## src/rtl/retry_scheduler_pkg.sv

```systemverilog
// Shared types and helpers for the retry scheduler: FSM state encoding and the
// 16-bit LFSR step used to randomize each requester's backoff.
package retry_scheduler_pkg;

    typedef enum logic [1:0] {
        IDLE  = 2'd0,
        ISSUE = 2'd1,
        WAIT  = 2'd2
    } state_e;

    localparam int LfsrWidth = 16;

    // Maximal-length Fibonacci LFSR, taps 16,14,13,11; a non-zero seed never reaches zero.
    function automatic logic [LfsrWidth-1:0] lfsrNext(input logic [LfsrWidth-1:0] s);
        return {s[LfsrWidth-2:0], s[15] ^ s[13] ^ s[12] ^ s[10]};
    endfunction

endpackage

```

## src/rtl/retry_scheduler_exp_backoff.sv

```systemverilog
// Per-requester randomized exponential backoff: each set_i widens the random
// mask by one bit (up to MaxExp) and loads a fresh wait that then counts down.
module exp_backoff
    import retry_scheduler_pkg::*;
#(
    parameter int              MaxExp = 16,
    parameter logic [15:0]     Seed   = 16'h1
) (
    input  logic clk_i,
    input  logic rst_ni,
    input  logic clear_i,
    input  logic set_i,
    input  logic clr_i,
    output logic is_zero_o
);

    localparam int ExpW = $clog2(MaxExp + 1);

    logic [LfsrWidth-1:0] lfsr_q, lfsr_d;
    logic [ExpW-1:0]      exp_q, exp_d;
    logic [MaxExp-1:0]    cnt_q, cnt_d;
    logic [MaxExp-1:0]    mask;

    // The LFSR free-runs so that retries from different requesters decorrelate over time.
    always_comb begin
        lfsr_d = lfsrNext(lfsr_q);
        exp_d  = exp_q;
        cnt_d  = cnt_q;
        mask   = '0;
        if (cnt_q != '0) begin
            cnt_d = cnt_q - 1'b1;
        end
        if (clr_i) begin
            exp_d = '0;
            cnt_d = '0;
        end else if (set_i) begin
            if (exp_q != ExpW'(MaxExp)) begin
                exp_d = exp_q + 1'b1;
            end
            for (int b = 0; b < MaxExp; b++) begin
                mask[b] = (b < int'(exp_d));
            end
            cnt_d = lfsr_q[MaxExp-1:0] & mask;
        end
    end

    always_ff @(posedge clk_i or negedge rst_ni) begin
        if (!rst_ni) begin
            lfsr_q <= Seed;
            exp_q  <= '0;
            cnt_q  <= '0;
        end else if (clear_i) begin
            lfsr_q <= Seed;
            exp_q  <= '0;
            cnt_q  <= '0;
        end else begin
            lfsr_q <= lfsr_d;
            exp_q  <= exp_d;
            cnt_q  <= cnt_d;
        end
    end

    assign is_zero_o = (cnt_q == '0);

endmodule

```

## src/rtl/retry_scheduler.sv

```systemverilog
// Round-robin arbiter for one shared atomic resource with per-requester random
// exponential backoff on failure. Define RETRY_SCHEDULER_ABORT_EN to abort after MaxRetries fails.
module retry_scheduler
    import retry_scheduler_pkg::*;
#(
    parameter int NumReq     = 4,
    parameter int MaxExp     = 16,
    parameter int SeedBase   = 'h1,
    parameter int MaxRetries = 8,
    localparam int IdxW      = (NumReq > 1) ? $clog2(NumReq) : 1
) (
    input  logic              clk_i,
    input  logic              rst_ni,
    input  logic              clear_i,
    input  logic [NumReq-1:0] req_valid_i,
    output logic [NumReq-1:0] done_o,
    output logic [NumReq-1:0] abort_o,
    output logic              issue_valid_o,
    input  logic              issue_ready_i,
    output logic [IdxW-1:0]   issue_idx_o,
    input  logic              rsp_valid_i,
    input  logic              rsp_ok_i,
    output logic              busy_o
);

    state_e            state_q, state_d;
    logic [IdxW-1:0]   idx_q, idx_d;
    logic [IdxW-1:0]   rr_q, rr_d;
    logic [NumReq-1:0] isZero, eligible, setVec, clrVec, idxOneHot;
    logic              pickFound;
    logic [IdxW-1:0]   pickIdx;
    logic              rspFire, okFire, failFire, abortFire;

    for (genvar k = 0; k < NumReq; k++) begin : gen_backoff
        exp_backoff #(
            .MaxExp (MaxExp),
            .Seed   (16'(SeedBase + k))
        ) u_backoff (
            .clk_i     (clk_i),
            .rst_ni    (rst_ni),
            .clear_i   (clear_i),
            .set_i     (setVec[k]),
            .clr_i     (clrVec[k]),
            .is_zero_o (isZero[k])
        );
    end

    assign eligible = req_valid_i & isZero;

    // First eligible requester at or after rr_q, wrapping around.
    always_comb begin
        pickFound = 1'b0;
        pickIdx   = '0;
        for (int k = 0; k < NumReq; k++) begin
            if (!pickFound && eligible[(int'(rr_q) + k) % NumReq]) begin
                pickFound = 1'b1;
                pickIdx   = IdxW'((int'(rr_q) + k) % NumReq);
            end
        end
    end

    assign rspFire   = (state_q == WAIT) && rsp_valid_i;
    assign okFire    = rspFire && rsp_ok_i;
    assign failFire  = rspFire && !rsp_ok_i;
    assign idxOneHot = NumReq'(1) << idx_q;

`ifdef RETRY_SCHEDULER_ABORT_EN
    localparam int CntW = $clog2(MaxRetries + 1);

    logic [CntW-1:0] failCnt_q [NumReq];
    logic [CntW-1:0] failCnt_d [NumReq];

    assign abortFire = failFire && (failCnt_q[idx_q] == CntW'(MaxRetries - 1));

    always_comb begin
        for (int k = 0; k < NumReq; k++) begin
            failCnt_d[k] = failCnt_q[k];
        end
        if (okFire || abortFire) begin
            failCnt_d[idx_q] = '0;
        end else if (failFire) begin
            failCnt_d[idx_q] = failCnt_q[idx_q] + 1'b1;
        end
    end

    always_ff @(posedge clk_i or negedge rst_ni) begin
        if (!rst_ni) begin
            for (int k = 0; k < NumReq; k++) failCnt_q[k] <= '0;
        end else if (clear_i) begin
            for (int k = 0; k < NumReq; k++) failCnt_q[k] <= '0;
        end else begin
            for (int k = 0; k < NumReq; k++) failCnt_q[k] <= failCnt_d[k];
        end
    end
`else
    logic unusedMaxRetries;
    assign unusedMaxRetries = ^MaxRetries;
    assign abortFire        = 1'b0;
`endif

    assign setVec  = (failFire && !abortFire) ? idxOneHot : '0;
    assign clrVec  = (okFire || abortFire) ? idxOneHot : '0;
    assign done_o  = okFire ? idxOneHot : '0;
    assign abort_o = abortFire ? idxOneHot : '0;

    always_comb begin
        state_d = state_q;
        idx_d   = idx_q;
        rr_d    = rr_q;
        case (state_q)
            IDLE: begin
                if (pickFound) begin
                    idx_d   = pickIdx;
                    state_d = ISSUE;
                end
            end
            ISSUE: begin
                if (issue_ready_i) begin
                    state_d = WAIT;
                    rr_d    = (idx_q == IdxW'(NumReq - 1)) ? '0 : idx_q + 1'b1;
                end
            end
            WAIT: begin
                if (rsp_valid_i) begin
                    state_d = IDLE;
                end
            end
            default: state_d = IDLE;
        endcase
    end

    // Clear abandons any outstanding transaction; a late response then lands in IDLE.
    always_ff @(posedge clk_i or negedge rst_ni) begin
        if (!rst_ni) begin
            state_q <= IDLE;
            idx_q   <= '0;
            rr_q    <= '0;
        end else if (clear_i) begin
            state_q <= IDLE;
            idx_q   <= '0;
            rr_q    <= '0;
        end else begin
            state_q <= state_d;
            idx_q   <= idx_d;
            rr_q    <= rr_d;
        end
    end

    assign issue_valid_o = (state_q == ISSUE);
    assign issue_idx_o   = idx_q;
    assign busy_o        = (state_q != IDLE);

    assert property (@(posedge clk_i) disable iff (!rst_ni || clear_i)
                     (state_q != IDLE) |-> req_valid_i[idx_q]);

endmodule

```

## config.mk

```make
export PLATFORM = sky130hd
export DESIGN_NAME = retry_scheduler
export DESIGN_NICKNAME = d
export VERILOG_FILES = /design/src/rtl/retry_scheduler_pkg.sv /design/src/rtl/retry_scheduler_exp_backoff.sv /design/src/rtl/retry_scheduler.sv
export SDC_FILE = /design/constraint.sdc
export NUM_CORES = 1
export LEC_CHECK = 0
export CAP_MARGIN = 20
export CORE_MARGIN = 2
export CORE_UTILIZATION = 55
export CTS_BUF_LIST = sky130_fd_sc_hd__clkbuf_16
export DETAILED_ROUTE_END_ITERATION = 6
export GPL_TIMING_DRIVEN = 0
export MAX_ROUTING_LAYER = met4
export PLACE_DENSITY = 0.78
export SETUP_SLACK_MARGIN = 0.4
export SYNTH_ARGS = -nofsm -noshare
export SYNTH_HDL_FRONTEND = slang
export SYNTH_SLANG_ARGS = --single-unit
```

## constraint.sdc

```tcl
create_clock -name clk_i -period 2.4 [get_ports clk_i]
set_input_delay 0.48 -clock clk_i [delete_from_list [all_inputs] [get_ports clk_i]]
set_output_delay 0.48 -clock clk_i [all_outputs]
set_load 0.1 [all_outputs]
```

==> results.md <==
- Status: finished clean
- Die area: 0.0169 mm^2
- DRT antenna net count: 0
- Post-Synth XOR/XNOR Area: 0.0935
- FP Rows: 46
- Reg2Reg Launch Point: gen_backoff[0].u_backoff.cnt_q[9]
- Req. time, crit path: between 2 and 3 ns
- CP endpoint kind: flop
- M1 GR Usage: 0.368
- Buffer depth of the longest clock path: 2
- Async set-reset flop share out of synthesis: 1.00
- Mapped Area: approximately 0.0087 mm^2
- Arr. time, crit path: 2.54 ns
- Minimum clock period: 2.23 ns
- Distinct cells, synth: 70
- DR pass1 iterations: 5
- RSZ-0062 raised after global routing: yes
- First-pass GRT wire length: 35700 um
- Top Ports: 22
- Routability congestion estimate: 0.885
- Overall Global Routing Usage: 0.278
- Largest net degree at the start of global routing: 86
- Chip height: 130 um
- Maximum VDD drop: 0.591 mV
- R2R depth: 5
- Iter 0 DRT Violations: 843
- Slew Viols, Final: 0
- Post-synth EDFFs: 0
- Vias: 7508
- Critical register-to-register path endpoint: issue_idx_o[0]
- Crit-path max FO: 3
- Global route overflow: 0
- Kind of critical path: reg2reg
- Final hold violations: 0
- CTS tree: yes
- Seq/Total Area, Yosys: 0.443
- HPWL Detailed: 14400 um
- P_leak: ~4.7 nW
- Top post-synthesis cells by area: dfrtp_1, xnor2_1, nor2b_1, a21oi_1, nand2_1
- Clock-pin slew on the worst setup and hold paths: 0.06 ns
- Top-count cell post-synth: dfrtp_1
- Final Core Density: 0.702
- Layout area overhead: 26.1%
- Fmax: about 450 MHz
- Max transition margin: 0.464
- Max-capacitance violation count: 0
- Clk root buf: clkbuf_16
- Busiest grt layer: met2
- Starting density of the core: 0.557
- Commonest cells post-synth: dfrtp_1, nand2_1, nor2b_1
- Worst Skew: slightly below 0.008 ns
- Synth Flop Type: dfrtp_1
- Final Cell Area: about 0.011 mm^2
- DRC errors left: 0
- Area after DPL: 0.00924 mm^2
- CTS Sinks: about 150
- Die Wd: around 130 um
- Synth Area in Adders: 0.0287
- Syn Area/Cell: 9.37 um^2
- Vias in the first global route: 7227
- Grt met2 use: 0.435
- Synth area leader: dfrtp_1
- Mux contribution to synthesized area: 0.00230
- Largest family of logic cells by synthesized area: simple AND/OR/NAND/NOR gates
- Worst min path class: in2async
- Ys Warns: 0
- #FFs+latches synth: between 150 and 200
- H-tree depth: 4
- Proportion of layout cells with a drive suffix above 1: 0.243
- Compound-cell area share of the yosys netlist: 0.146
- Setup crit start kind: flop
- Synth Instances: 930
- Drt wl/cell: ~19 um
- Final setup fails: 0
- Flop2flop setup slack: 0.17 ns
- Power per cell area: roughly 1100 mW/mm^2
- Initial antenna violation count: 0
- Measured slew at the worst slew-check pin: 0.804 ns
- Crit path launch: gen_backoff[0].u_backoff.cnt_q[9]
- Detailed Route WL: 23300 um
- Latest clock arrival within the worst-skew pair: 0.43 ns
- GRT met3 Usage: 0.0537
- Fin nets: between 1000 and 1500
- Worst setup path endpoint: issue_idx_o[0]
- Final Cycle Share: 0.927
- Vias per cell: 6.01
- CTS Hold Buffers Added: 0
- CORE AREA: 0.0157 mm^2
- Synth top area share: 0.428
- Post-Synth Simple-Gate Area: 0.246
- Port bufs: 17
- Num CTS Buffers: 17
==> cells in the final DEF, fill, tap and decap left out, types with 7 or more instances in the layout <==
cell / instances
dfrtp_1: 143
nor2_1: 69
nand2_1: 69
nor2b_1: 68
a21oi_1: 63
buf_4: 62
xnor2_1: 60
nand3_1: 34
xor2_1: 25
o211ai_1: 24
a211oi_1: 21
inv_1: 20
clkbuf_16: 17
nand4_1: 15
nor3_1: 15
clkbuf_2: 12
buf_6: 12
o21ai_0: 12
clkbuf_1: 11
ha_1: 10
nor4_4: 9
nand3b_1: 9
nand2b_1: 8
and2_1: 8
clkbuf_4: 7
nand4b_1: 7
==> flip-flops by register name (all words and copies together) (netlist names) <==
signal	flops
issue_idx_o	2
gen_backoff.u_backoff.lfsr_q	64
gen_backoff.u_backoff.cnt_q	64
rr_q	2
gen_backoff.u_backoff.exp_q	20
state_q	2
==> per-stage QoR <==
stage                     setup TNS (ns)  std cells  hold slack [ns]  total power (W)  setup WS, ns
final                                  0       1250            0.121           0.0116         0.175
after global routing                   0       1249            0.188           0.0122         0.114
after CTS                              0       1223            0.167           0.0109         0.234
after detailed placement          -33.02       1167            0.479          0.00780        -0.952
after global placement           -846.89       1166            0.471          0.00769         -6.43
after floorplan                        0        933            0.184          0.00690         0.350
==> logic make-up (layout without fill, tap and decap cells) <==
family	count (synthesis)	after routing
mux	2	2
simple gates	384	384
xor+xnor	93	93
other cells	1	5
compound gates	194	194
flops	154	154
buf+inv	82	182
fa+ha+maj	20	20
==> critical path: stages (launching register included) <==
cell and delay [ns]:
dfrtp_1 0.43, or4_4 0.59, nor4_4 0.34, a2111oi_4 0.11, or3_4 0.36, o32ai_2 0.29
==> how the worst min path moves through the flow <==
stage                                            start                                  end  slack [ns]  cells past startpoint
floorplan                                       rst_ni    gen_backoff[0].u_backoff.cnt_q[0]        0.18                      0
global placement    gen_backoff[2].u_backoff.lfsr_q[7]   gen_backoff[2].u_backoff.lfsr_q[8]        0.47                      2
detailed placement  gen_backoff[1].u_backoff.lfsr_q[9]  gen_backoff[1].u_backoff.lfsr_q[10]        0.48                      1
CTS                                             rst_ni    gen_backoff[3].u_backoff.cnt_q[5]        0.17                      1
global route                                    rst_ni    gen_backoff[3].u_backoff.cnt_q[5]        0.19                      1
finish                                          rst_ni    gen_backoff[3].u_backoff.cnt_q[5]        0.12                      1
==> timing repair <==
item | 4_1_cts | 5_1_grt
buffers inserted | 25 | 26
pin swaps | 11 | 31
setup endpoints to repair | 93 | 80
gates resized for setup | 143 | 142
==> layout make-up <==
| cell class | count | area [um^2] |
|---|---|---|
| Antenna cell | 1 | 2.50 |
| Multi-Input combinational cell | 697 | 5140 |
| Tap cell | 216 | 270 |
| Inverter | 25 | 104 |
| Timing Repair Buffer | 69 | 632 |
| Fill cell | 1120 | 4670 |
| Sequential cell | 154 | 3870 |
| Buffer | 57 | 394 |
| Clock buffer | 17 | 425 |
| Clock inverter | 14 | 140 |
==> where the power goes <==
part / switching, W / internal, W / total [W]
Clock: 0.00102 / 0.00160 / 0.00262
Sequential: 0.000602 / 0.00308 / 0.00368
Combinational: 0.00285 / 0.00244 / 0.00529
==> layer usage <==
metal,vias to the layer above,wire length [um]
li1,3465,-
met1,3710,10100
met2,266,11400
met3,67,1180
met4,0,627
met5,-,0
(Power assumes the default switching activity.)
